<file path="src/rtl/fc_layer_seq_if.sv">
// fc_layer_seq_if
//   Word-addressed memory bus between the FC layer engine and the shared
//   feature memory. A read strobe returns data on mem_rdata one cycle later.
//   A write strobe stores mem_wdata at mem_addr in the same cycle.
//
//   mem_addr   engine -> memory  word address for the read or the write
//   mem_rd     engine -> memory  read strobe
//   mem_rdata  memory -> engine  read data, valid the cycle after mem_rd
//   mem_wr     engine -> memory  write strobe
//   mem_wdata  engine -> memory  write data
interface fc_layer_seq_if #(
  parameter int ADDR_W = 14,
  parameter int DATA_W = 16
);
  logic [ADDR_W-1:0] mem_addr;
  logic              mem_rd;
  logic [DATA_W-1:0] mem_rdata;
  logic              mem_wr;
  logic [DATA_W-1:0] mem_wdata;

  // The engine drives the bus.
  modport master (
    output mem_addr,
    output mem_rd,
    output mem_wr,
    output mem_wdata,
    input  mem_rdata
  );

  // The memory answers it.
  modport slave (
    input  mem_addr,
    input  mem_rd,
    input  mem_wr,
    input  mem_wdata,
    output mem_rdata
  );
endinterface

</file>
<file path="src/rtl/fc_layer_seq.sv">
// fc_layer_seq
//   Fully-connected layer engine with a single MAC. On a start it loads
//   NUM_IN inputs into a local buffer. For each output j it then reads the
//   bias b[j] and the weight row w[j][*] and accumulates in fixed point.
//   It writes the saturated result, with optional ReLU, to out_base+j.
//   It pulses finished once all NUM_OUT outputs have been written.
//
//   clk        clock, rising edge
//   reset      synchronous, active-high; aborts any run immediately
//   enable     start request, only honoured in IDLE
//   in_base    address of x[0]
//   w_base     address of w[0][0]; w[j][i] sits at w_base+j*NUM_IN+i
//   b_base     address of b[0]
//   out_base   address of y[0]
//   mem        memory bus (master side)
//   busy       high from the cycle after the start until finished
//   finished   one-cycle pulse after the last output write
module fc_layer_seq #(
  parameter int NUM_IN  = 120,
  parameter int NUM_OUT = 84,
  parameter int DATA_W  = 16,
  parameter int FRAC_W  = 8,
  parameter int ADDR_W  = 14,
  parameter int RELU    = 1
) (
  input  logic              clk,
  input  logic              reset,
  input  logic              enable,
  input  logic [ADDR_W-1:0] in_base,
  input  logic [ADDR_W-1:0] w_base,
  input  logic [ADDR_W-1:0] b_base,
  input  logic [ADDR_W-1:0] out_base,
  fc_layer_seq_if.master    mem,
  output logic              busy,
  output logic              finished
);

  // The accumulator is wide enough for NUM_IN full-scale products plus the
  // bias, so it cannot wrap.
  localparam int ACC_W  = 2 * DATA_W + $clog2(NUM_IN) + 1;
  localparam int PROD_W = 2 * DATA_W;
  localparam int CNT_W  = $clog2(NUM_IN + 2) + 1;
  localparam int OUT_W  = $clog2(NUM_OUT) + 1;

  localparam logic [CNT_W-1:0] CNT_ONE     = CNT_W'(1);
  localparam logic [CNT_W-1:0] CNT_TWO     = CNT_W'(2);
  localparam logic [CNT_W-1:0] CNT_LAST_RD = CNT_W'(NUM_IN);
  localparam logic [CNT_W-1:0] CNT_MAC_END = CNT_W'(NUM_IN + 1);
  localparam logic [OUT_W-1:0] LAST_OUT    = OUT_W'(NUM_OUT - 1);

  typedef enum logic [2:0] {IDLE, LOAD_IN, MAC, WRITE, DONE} state_t;

  state_t                  state, state_next;
  logic [CNT_W-1:0]        cnt;
  logic [OUT_W-1:0]        out_idx;
  logic [ADDR_W-1:0]       in_ptr, w_ptr, b_ptr, out_ptr;
  logic [DATA_W-1:0]       x_buf [NUM_IN];
  logic signed [ACC_W-1:0] acc;

  logic [ADDR_W-1:0]       addr_c;
  logic                    rd_c, wr_c;
  logic [DATA_W-1:0]       wdata_c;

  logic [PROD_W-1:0]       x_ext, w_ext, prod;
  logic signed [ACC_W-1:0] prod_ext, bias_ext, shifted;
  logic [ACC_W-DATA_W:0]   sat_hi;
  logic                    fits;
  logic [DATA_W-1:0]       sat_val, result;

  // Both operands are sign-extended to the full product width first. The
  // low PROD_W bits of the unsigned product are then the exact signed
  // product.
  assign x_ext    = {{DATA_W{x_buf[0][DATA_W-1]}}, x_buf[0]};
  assign w_ext    = {{DATA_W{mem.mem_rdata[DATA_W-1]}}, mem.mem_rdata};
  assign prod     = x_ext * w_ext;
  assign prod_ext = {{(ACC_W-PROD_W){prod[PROD_W-1]}}, prod};
  assign bias_ext = {{(ACC_W-DATA_W){mem.mem_rdata[DATA_W-1]}}, mem.mem_rdata} << FRAC_W;

  // Arithmetic shift truncates toward -inf. The value fits in DATA_W bits
  // only when every bit from the sign down to bit DATA_W-1 agrees.
  assign shifted = acc >>> FRAC_W;
  assign sat_hi  = shifted[ACC_W-1:DATA_W-1];
  assign fits    = (&sat_hi) | ~(|sat_hi);

  // Saturate to the signed DATA_W range, then optionally clamp negatives.
  always_comb begin
    sat_val = shifted[DATA_W-1:0];
    if (!fits) begin
      sat_val = shifted[ACC_W-1] ? {1'b1, {(DATA_W-1){1'b0}}}
                                 : {1'b0, {(DATA_W-1){1'b1}}};
    end
    result = sat_val;
    if ((RELU != 0) && sat_val[DATA_W-1]) begin
      result = '0;
    end
  end

  // State register.
  always_ff @(posedge clk) begin
    if (reset) begin
      state <= IDLE;
    end else begin
      state <= state_next;
    end
  end

  // Next state and bus outputs. Reads happen only in LOAD_IN and MAC and
  // writes only in WRITE, so the two strobes never overlap.
  always_comb begin
    state_next = state;
    addr_c     = '0;
    rd_c       = 1'b0;
    wr_c       = 1'b0;
    wdata_c    = '0;
    busy       = 1'b0;
    finished   = 1'b0;
    case (state)
      IDLE: begin
        if (enable) state_next = LOAD_IN;
      end
      LOAD_IN: begin
        busy = 1'b1;
        if (cnt < CNT_LAST_RD) begin
          rd_c   = 1'b1;
          addr_c = in_ptr;
        end
        if (cnt == CNT_LAST_RD) state_next = MAC;
      end
      MAC: begin
        busy = 1'b1;
        if (cnt == '0) begin
          rd_c   = 1'b1;
          addr_c = b_ptr;
        end else if (cnt <= CNT_LAST_RD) begin
          rd_c   = 1'b1;
          addr_c = w_ptr;
        end
        if (cnt == CNT_MAC_END) state_next = WRITE;
      end
      WRITE: begin
        busy       = 1'b1;
        wr_c       = 1'b1;
        addr_c     = out_ptr;
        wdata_c    = result;
        state_next = (out_idx == LAST_OUT) ? DONE : MAC;
      end
      DONE: begin
        finished   = 1'b1;
        state_next = IDLE;
      end
      default: state_next = IDLE;
    endcase
  end

  assign mem.mem_addr  = addr_c;
  assign mem.mem_rd    = rd_c;
  assign mem.mem_wr    = wr_c;
  assign mem.mem_wdata = wdata_c;

  // Counters, address pointers and the accumulator. Each pointer advances
  // as its word is issued. Weight rows are contiguous, so w_ptr runs
  // through the whole matrix without any multiply.
  always_ff @(posedge clk) begin
    if (reset) begin
      cnt     <= '0;
      out_idx <= '0;
      acc     <= '0;
      in_ptr  <= '0;
      w_ptr   <= '0;
      b_ptr   <= '0;
      out_ptr <= '0;
    end else begin
      case (state)
        IDLE: begin
          cnt     <= '0;
          out_idx <= '0;
          if (enable) begin
            in_ptr  <= in_base;
            w_ptr   <= w_base;
            b_ptr   <= b_base;
            out_ptr <= out_base;
          end
        end
        LOAD_IN: begin
          if (cnt < CNT_LAST_RD) in_ptr <= in_ptr + ADDR_W'(1);
          cnt <= (cnt == CNT_LAST_RD) ? '0 : cnt + CNT_ONE;
        end
        MAC: begin
          if (cnt == '0) b_ptr <= b_ptr + ADDR_W'(1);
          else if (cnt <= CNT_LAST_RD) w_ptr <= w_ptr + ADDR_W'(1);
          if (cnt == CNT_ONE) acc <= bias_ext;
          else if (cnt >= CNT_TWO) acc <= acc + prod_ext;
          cnt <= (cnt == CNT_MAC_END) ? '0 : cnt + CNT_ONE;
        end
        WRITE: begin
          out_ptr <= out_ptr + ADDR_W'(1);
          out_idx <= out_idx + OUT_W'(1);
          cnt     <= '0;
        end
        default: ;
      endcase
    end
  end

  // Input buffer as a shift register. Loading shifts each arriving x in at
  // the top, so x[0] ends up at the head. Each MAC step consumes the head
  // and rotates it to the top. After NUM_IN steps the buffer is back in its
  // original order for the next output.
  always_ff @(posedge clk) begin
    if (state == LOAD_IN && cnt != '0) begin
      for (int i = 0; i < NUM_IN - 1; i++) x_buf[i] <= x_buf[i+1];
      x_buf[NUM_IN-1] <= mem.mem_rdata;
    end else if (state == MAC && cnt >= CNT_TWO) begin
      for (int i = 0; i < NUM_IN - 1; i++) x_buf[i] <= x_buf[i+1];
      x_buf[NUM_IN-1] <= x_buf[0];
    end
  end

endmodule
</file>
<file path="src/flat_wrapper.sv">
// flat-port wrapper written by rule: the top's interface ports become plain ports
module fc_layer_seq_flat 
#(
  parameter int NUM_IN  = 120,
  parameter int NUM_OUT = 84,
  parameter int DATA_W  = 16,
  parameter int FRAC_W  = 8,
  parameter int ADDR_W  = 14,
  parameter int RELU    = 1
)
  (clk, reset, enable, in_base, w_base, b_base, out_base, busy, finished, mem_mem_addr, mem_mem_rd, mem_mem_wr, mem_mem_wdata, mem_mem_rdata);
  fc_layer_seq_if #(.ADDR_W(ADDR_W), .DATA_W(DATA_W)) mem_i ();
  input  logic clk;
  input  logic reset;
  input  logic enable;
  input  logic [ADDR_W-1:0] in_base;
  input  logic [ADDR_W-1:0] w_base;
  input  logic [ADDR_W-1:0] b_base;
  input  logic [ADDR_W-1:0] out_base;
  output logic busy;
  output logic finished;
  output wire logic [$bits(mem_i.mem_addr)-1:0] mem_mem_addr;
  output wire logic [$bits(mem_i.mem_rd)-1:0] mem_mem_rd;
  output wire logic [$bits(mem_i.mem_wr)-1:0] mem_mem_wr;
  output wire logic [$bits(mem_i.mem_wdata)-1:0] mem_mem_wdata;
  input wire logic [$bits(mem_i.mem_rdata)-1:0] mem_mem_rdata;
  assign mem_mem_addr = mem_i.mem_addr;
  assign mem_mem_rd = mem_i.mem_rd;
  assign mem_mem_wr = mem_i.mem_wr;
  assign mem_mem_wdata = mem_i.mem_wdata;
  assign mem_i.mem_rdata = mem_mem_rdata;
  fc_layer_seq #(.NUM_IN(NUM_IN), .NUM_OUT(NUM_OUT), .DATA_W(DATA_W), .FRAC_W(FRAC_W), .ADDR_W(ADDR_W), .RELU(RELU)) u_core (.clk(clk), .reset(reset), .enable(enable), .in_base(in_base), .w_base(w_base), .b_base(b_base), .out_base(out_base), .mem(mem_i), .busy(busy), .finished(finished));
endmodule
</file>
<file path="config.mk">
export PLATFORM = sky130hd
export DESIGN_NAME = fc_layer_seq_flat
export DESIGN_NICKNAME = d
export VERILOG_FILES = /design/src/rtl/fc_layer_seq_if.sv /design/src/rtl/fc_layer_seq.sv /design/src/flat_wrapper.sv
export SDC_FILE = /design/constraint.sdc
export NUM_CORES = 2
export LEC_CHECK = 0
export CELL_PAD_IN_SITES_DETAIL_PLACEMENT = 1
export CELL_PAD_IN_SITES_GLOBAL_PLACEMENT = 2
export CORE_ASPECT_RATIO = 0.6
export CORE_UTILIZATION = 44
export CTS_CLUSTER_SIZE = 10
export DETAILED_ROUTE_END_ITERATION = 12
export PLACE_DENSITY = 0.81
export SLEW_MARGIN = 20
export SYNTH_ARGS = -nofsm -noshare
export SYNTH_HDL_FRONTEND = slang
export SYNTH_SLANG_ARGS = --single-unit
</file>
<file path="constraint.sdc">
create_clock -name clk -period 129.4 [get_ports clk]
set_clock_uncertainty 0.15 [all_clocks]
set_input_delay 12.94 -clock clk [delete_from_list [all_inputs] [get_ports clk]]
set_output_delay 12.94 -clock clk [all_outputs]
set_load 0.02 [all_outputs]
</file>
; ---- Yosys cells after proc, flatten, opt, wreduce, memory -nomap -nowiden
; Memory sizes are Yosys's and may differ from the RTL's.
; Cells that the tools add are included.
[word_totals]
latch_bits = 0
mem_bits_ro = 0
n_memories = 1
ram_bits = 1920
input_bits = 75
word_cells = 340
regBits = 115
[memory_table]
columns = memory, depth, word_bits, rd, rd_clocked_by_memory_dff, wr, line_no
row1 = u_core.x_buf, 120, 16, 120, 0, 120, fc_layer_seq.sv:57  ; logic [DATA_W-1:0] x_buf [NUM_IN];
[classes]
reduce_logical = 20
div = 0
muxes = 163
shifts = 0
add_sub_neg = 7
n_eq_ne = 15
bitwise = 122
n_mul = 1
magnitude_cmp = 3
[op_table]
columns = op, n
row1 = $mux W16, 123
row2 = $mux W14, 11
row3 = $or A1 B1 Y1, 121
row4 = $pmux W14 S2, 4
row5 = $mux W40, 2
row6 = $add A14 B1 Y14 const B, 4
row7 = $pmux W14 S3, 1
row8 = $add A40 B32 Y40, 1
row9 = $mul A16 B16 Y32, 1
row10 = $eq A8 B7 Y1 const B, 3
row11 = $pmux W8 S3, 1
row12 = $reduce_and A17 Y1, 1
row13 = $reduce_or A17 Y1, 1
row14 = $add A8 B1 Y8 const B, 2
row15 = $mux W8, 2
row16 = $pmux W8 S2, 1
row17 = $mux W15, 1
row18 = $mux W3, 4
row19 = $pmux W3 S4, 1
row20 = $mux W1, 11
row21 = $ne A2 B1 Y1 const B, 5
row22 = $reduce_and A3 Y1, 3
row23 = $eq A8 B1 Y1 const B, 1
row24 = $ge A8 B2 Y1 const B, 1
row25 = 18 further kinds, 25

; ---- Depth between registers and ports, before layout
[logic_depth]
depth_word = 6
mapped_depth = 25
mapped_depth_nobuf = 24

; ---- Least setup slack after synthesis
; Ideal clock, no wire load.
[synth_timing]
kind = register -> register
start = register u_core.state[2]
end = memory u_core.x_buf[0][0] (enable)
path_slack_ns = -11.865
arrival_ns = 134.228
stages_incl_launch_ff = 5
required_time_ns = 122.363
n_path_buf = 2
path_cell_list = dfxtp_1 > buf_2 > nand3b_2 > clkbuf_1 > o21ai_0
[synth_lines]
columns = element, line_no
row1 = start: declaration, fc_layer_seq.sv:53  ; state_t state, state_next;
row2 = start signal: assignment, fc_layer_seq.sv:103  ; state <= state_next;
row3 = end: declaration, fc_layer_seq.sv:57

; ---- Final worst setup path
[layout_timing]
start = input port mem_mem_rdata[5]
end = register u_core.acc[37]
[layout_between]
elab_chain_len = 4
[layout_lines]
columns = element, line_no
row1 = start: declaration, flat_wrapper.sv:26  ; input wire logic [$bits(mem_i.mem_rdata)-1:0] mem_mem_rdata;
row2 = $mul A16 B16 Y32, fc_layer_seq.sv:75  ; assign prod = x_ext * w_ext;
row3 = $add A40 B32 Y40, fc_layer_seq.sv:192  ; else if (cnt >= CNT_TWO) acc <= acc + prod_ext;
row4 = $mux W40, fc_layer_seq.sv:192
row5 = $mux W40, fc_layer_seq.sv:191  ; if (cnt == CNT_ONE) acc <= bias_ext;
row6 = end signal: assignment, fc_layer_seq.sv:191
row7 = end signal: assignment, fc_layer_seq.sv:192
row8 = end: declaration, fc_layer_seq.sv:58  ; logic signed [ACC_W-1:0] acc;
; Every way passes these cells. The select of a mux whose other input is x is not followed.
; A chain may end at the register's enable or synchronous reset.

==> results_dict.tcl <==
set metrics [dict create \
    power_frac_clock 0.286 \
    grt_pass1_wl_mm 232.3 \
    grt.total_usage 0.1781 \
    final.fill_count 15950 \
    critPathBufInv 6 \
    crit_path_end_kind "flip-flop" \
    cts_max_level 4 \
    ctsResizeCount 0 \
    ys.flop_type "edfxtp_1" \
    port_buffers 107 \
    grt_antenna_before_repair 19 \
    die_y_um 325.2 \
    worst_pin_slew_ns 1.194 \
    grt-ovfl-total 0 \
    place.gp.congestion 0.8739 \
    hp-class "reg -> reg" \
    rsz0062_at_grt "false" \
    area_growth_pct 13.20 \
    p_switching_mw 0.6406 \
    clock.fmax_mhz 50.61 \
    relSlewSlack 0.2039 \
    ctsHoldBuffers 0 \
    crit_fanout 18 \
    syn_nets 4689 \
    power.total_mw 1.944 \
    synth_area_um2 76620 \
    dieArea_um2 175900 \
    synth-edff-count 1920 \
    leakage_nw 30.12 \
    ys_seq_area_frac 0.7825 \
    rows 118 \
    layout_common_cells "1920 x edfxtp_1, 411 x inv_1, 330 x fa_1, 260 x nand2_1, 233 x clkbuf_16" \
    synthCells 4161 \
    drv_slew 0 \
    dr.pass1.iters 7 \
    period_minus_slack_ns 19.76 \
    synthArstFlopShare 0 \
    crit_type "in -> reg" \
    grt_use_met2 0.2538 \
    crit_required_ns 129.87 \
    core_um2 172700 \
    synthDistinctLibCells 80 \
    start_kind "input port" \
    outcome "finished, final reports clean" \
    cp_common_cell "fa_1" \
    mostFrequentLayoutCell "edfxtp_1" \
    grt_pass1_vias 36180 \
    p_int_mw 1.303 \
    wl_per_cell_um 22.84 \
    io-pin-count 109 \
    critPathArrivalTime_ns 20.23 \
    clkSinkCount 2035 \
    grtUsageMet1 0.2751 \
    clk_path_buf_depth 4 \
    top_usage_layer "met1" \
    route.detailed.drc 0 \
    maxCapViolations 0 \
    worst_skew_pair.late_latency_ns 0.81 \
    use_met3 0.03744 \
    ys_ff_latch 2035 \
    post-route-period-util 0.1527 \
    setup_violations 0 \
    drive_gt1_frac 0.07749 \
    root_buffer "clkbuf_16" \
    start_util 0.4436 \
    final.setup.tns_ns 0 \
    vdd_drop_max_mv 0.03338 \
    post_cts_buffers 0 \
    cts_tree "built" \
    routed_wl_mm 154.7 \
    netSwitchingFraction 0.3295 \
    cpPeakStageDelay_ns 1.09 \
    worstPathCellList "clkdlybuf4s50_1 > nand2_1 > fa_1 > inv_1 > fa_1 > inv_1 > fa_1 > fa_1 > inv_1 > fa_1 > inv_1 > fa_1 > inv_1 > ha_1 > a21oi_1 > o211ai_1 > a311oi_1 > nand4_1 > nand2_1 > o31ai_1 > nor2_1 > xor2_1 > a21oi_1" \
    avgSynthCellArea_um2 18.41 \
    power_frac_comb 0.324 \
    fin_nets 4963 \
    worst_path_max_delay_cell "clkdlybuf4s50_1" \
    yosysWarnings 0 \
    ant_nets 0 \
    clk_pin_slew_ns 0.06 \
    p_seq_frac 0.390 \
    grt_max_degree 200 \
    cellPowerDensity_nw_per_um2 22.41 \
    hold_viol_final 0 \
    first_iter_violations 2783 \
    place.detailed.hpwl_mm 97.84 \
    cts_buffers 231 \
    avgViaCountPerCell 5.092 \
    num_vias 34490 \
    crit_family "adder cells" \
    die_w_um 540.7 \
]
==> cell usage after synthesis, types with 8 or more instances <==
master | instances | share of area
a211oi_1 | 33 | 0.0032
a21o_1 | 11 | 0.0011
a21oi_1 | 115 | 0.0075
a222oi_1 | 19 | 0.0025
a22oi_1 | 9 | 0.00088
a311oi_1 | 14 | 0.0016
a31oi_1 | 11 | 0.00090
and2_1 | 121 | 0.0099
and3_1 | 23 | 0.0019
buf_2 | 13 | 0.00085
clkbuf_1 | 82 | 0.0040
dfxtp_1 | 115 | 0.030
edfxtp_1 | 1920 | 0.75
fa_1 | 330 | 0.086
ha_1 | 123 | 0.020
inv_1 | 411 | 0.020
mux2_2 | 18 | 0.0026
nand2_1 | 261 | 0.013
nand3_1 | 38 | 0.0025
nand4_1 | 21 | 0.0017
nor2_1 | 164 | 0.0080
nor3_1 | 28 | 0.0018
nor3b_1 | 8 | 0.00078
nor4_1 | 8 | 0.00065
o21a_1 | 19 | 0.0019
o21ai_0 | 72 | 0.0047
o22ai_1 | 11 | 0.00090
xnor2_1 | 20 | 0.0023
xor2_1 | 25 | 0.0029
==> metrics by stage <==
step	instance area [um2]	setup WS (ns)	instances	util	hold slack, ns
after floorplan	76620	39.93	4161	-	0.2503
after global placement	80460	109.02	6477	0.4658	0.2503
after detailed placement	80470	108.94	6477	0.4658	0.2551
after CTS	86620	109.76	6766	0.5015	0.2168
after global routing	86730	109.32	6773	0.5021	0.2234
final	86730	109.64	6774	0.5021	0.2315
==> per-layer routing <==
metal / wire length (um) / share of wire
met5: 13 / 0.000084
met4: 4059 / 0.026
met3: 8499 / 0.055
met2: 65860 / 0.43
met1: 76280 / 0.49
==> cells by family after synthesis <==
kind of cell               share of synthesized area
AOI/OAI and AO/OA                            0.03292
DFF                                           0.7825
and+or+nand+nor                              0.04345
other                                     0.00004894
muxes                                       0.003037
adders and majority gates                     0.1063
xor gates and xnor gates                    0.005144
buffers and inverters                        0.02658
==> state kept, by name, indices dropped and copies added, names as in the netlist <==
signal	cells
u_core.out_ptr	14
u_core.b_ptr	14
u_core.x_buf	1920
u_core.in_ptr	14
u_core.out_idx	8
u_core.w_ptr	14
u_core.state	3
u_core.acc	40
u_core.cnt	8
==> area by class of cell <==
cell class | instances | area (um2) | share of cell area
repair buffers | 152 | 1544 | 0.01780
flip-flops and latches | 2035 | 59960 | 0.6913
well taps | 2280 | 2853 | 0.03289
diodes | 3 | 7.507 | 0.00008655
clock inverters | 12 | 142.6 | 0.001645
clock buffers | 277 | 6016 | 0.06936
multi-input cells | 1603 | 14670 | 0.1691
inverters | 412 | 1546 | 0.01783
==> final timing paths <==
kind	cells after the start	slack (ns)	startpoint	end
min	0	0.23	u_core.x_buf[0][1478]	u_core.x_buf[0][1462]
max	23	109.64	mem_mem_rdata[5]	u_core.acc[37]
max reg2reg	22	121.69	u_core.x_buf[0][15]	u_core.acc[37]
min reg2reg	0	0.23	u_core.x_buf[0][1478]	u_core.x_buf[0][1462]
==> power by group through the flow <==
stage	Combinational (mW)	Sequential (mW)	Clock, mW
global route	0.697	0.761	0.592
CTS	0.627	0.759	0.573
finish	0.629	0.759	0.556
detailed placement	0.620	0.771	0
global placement	0.616	0.770	0
floorplan	0.454	0.872	0
Power figures use the tool's default switching activity.
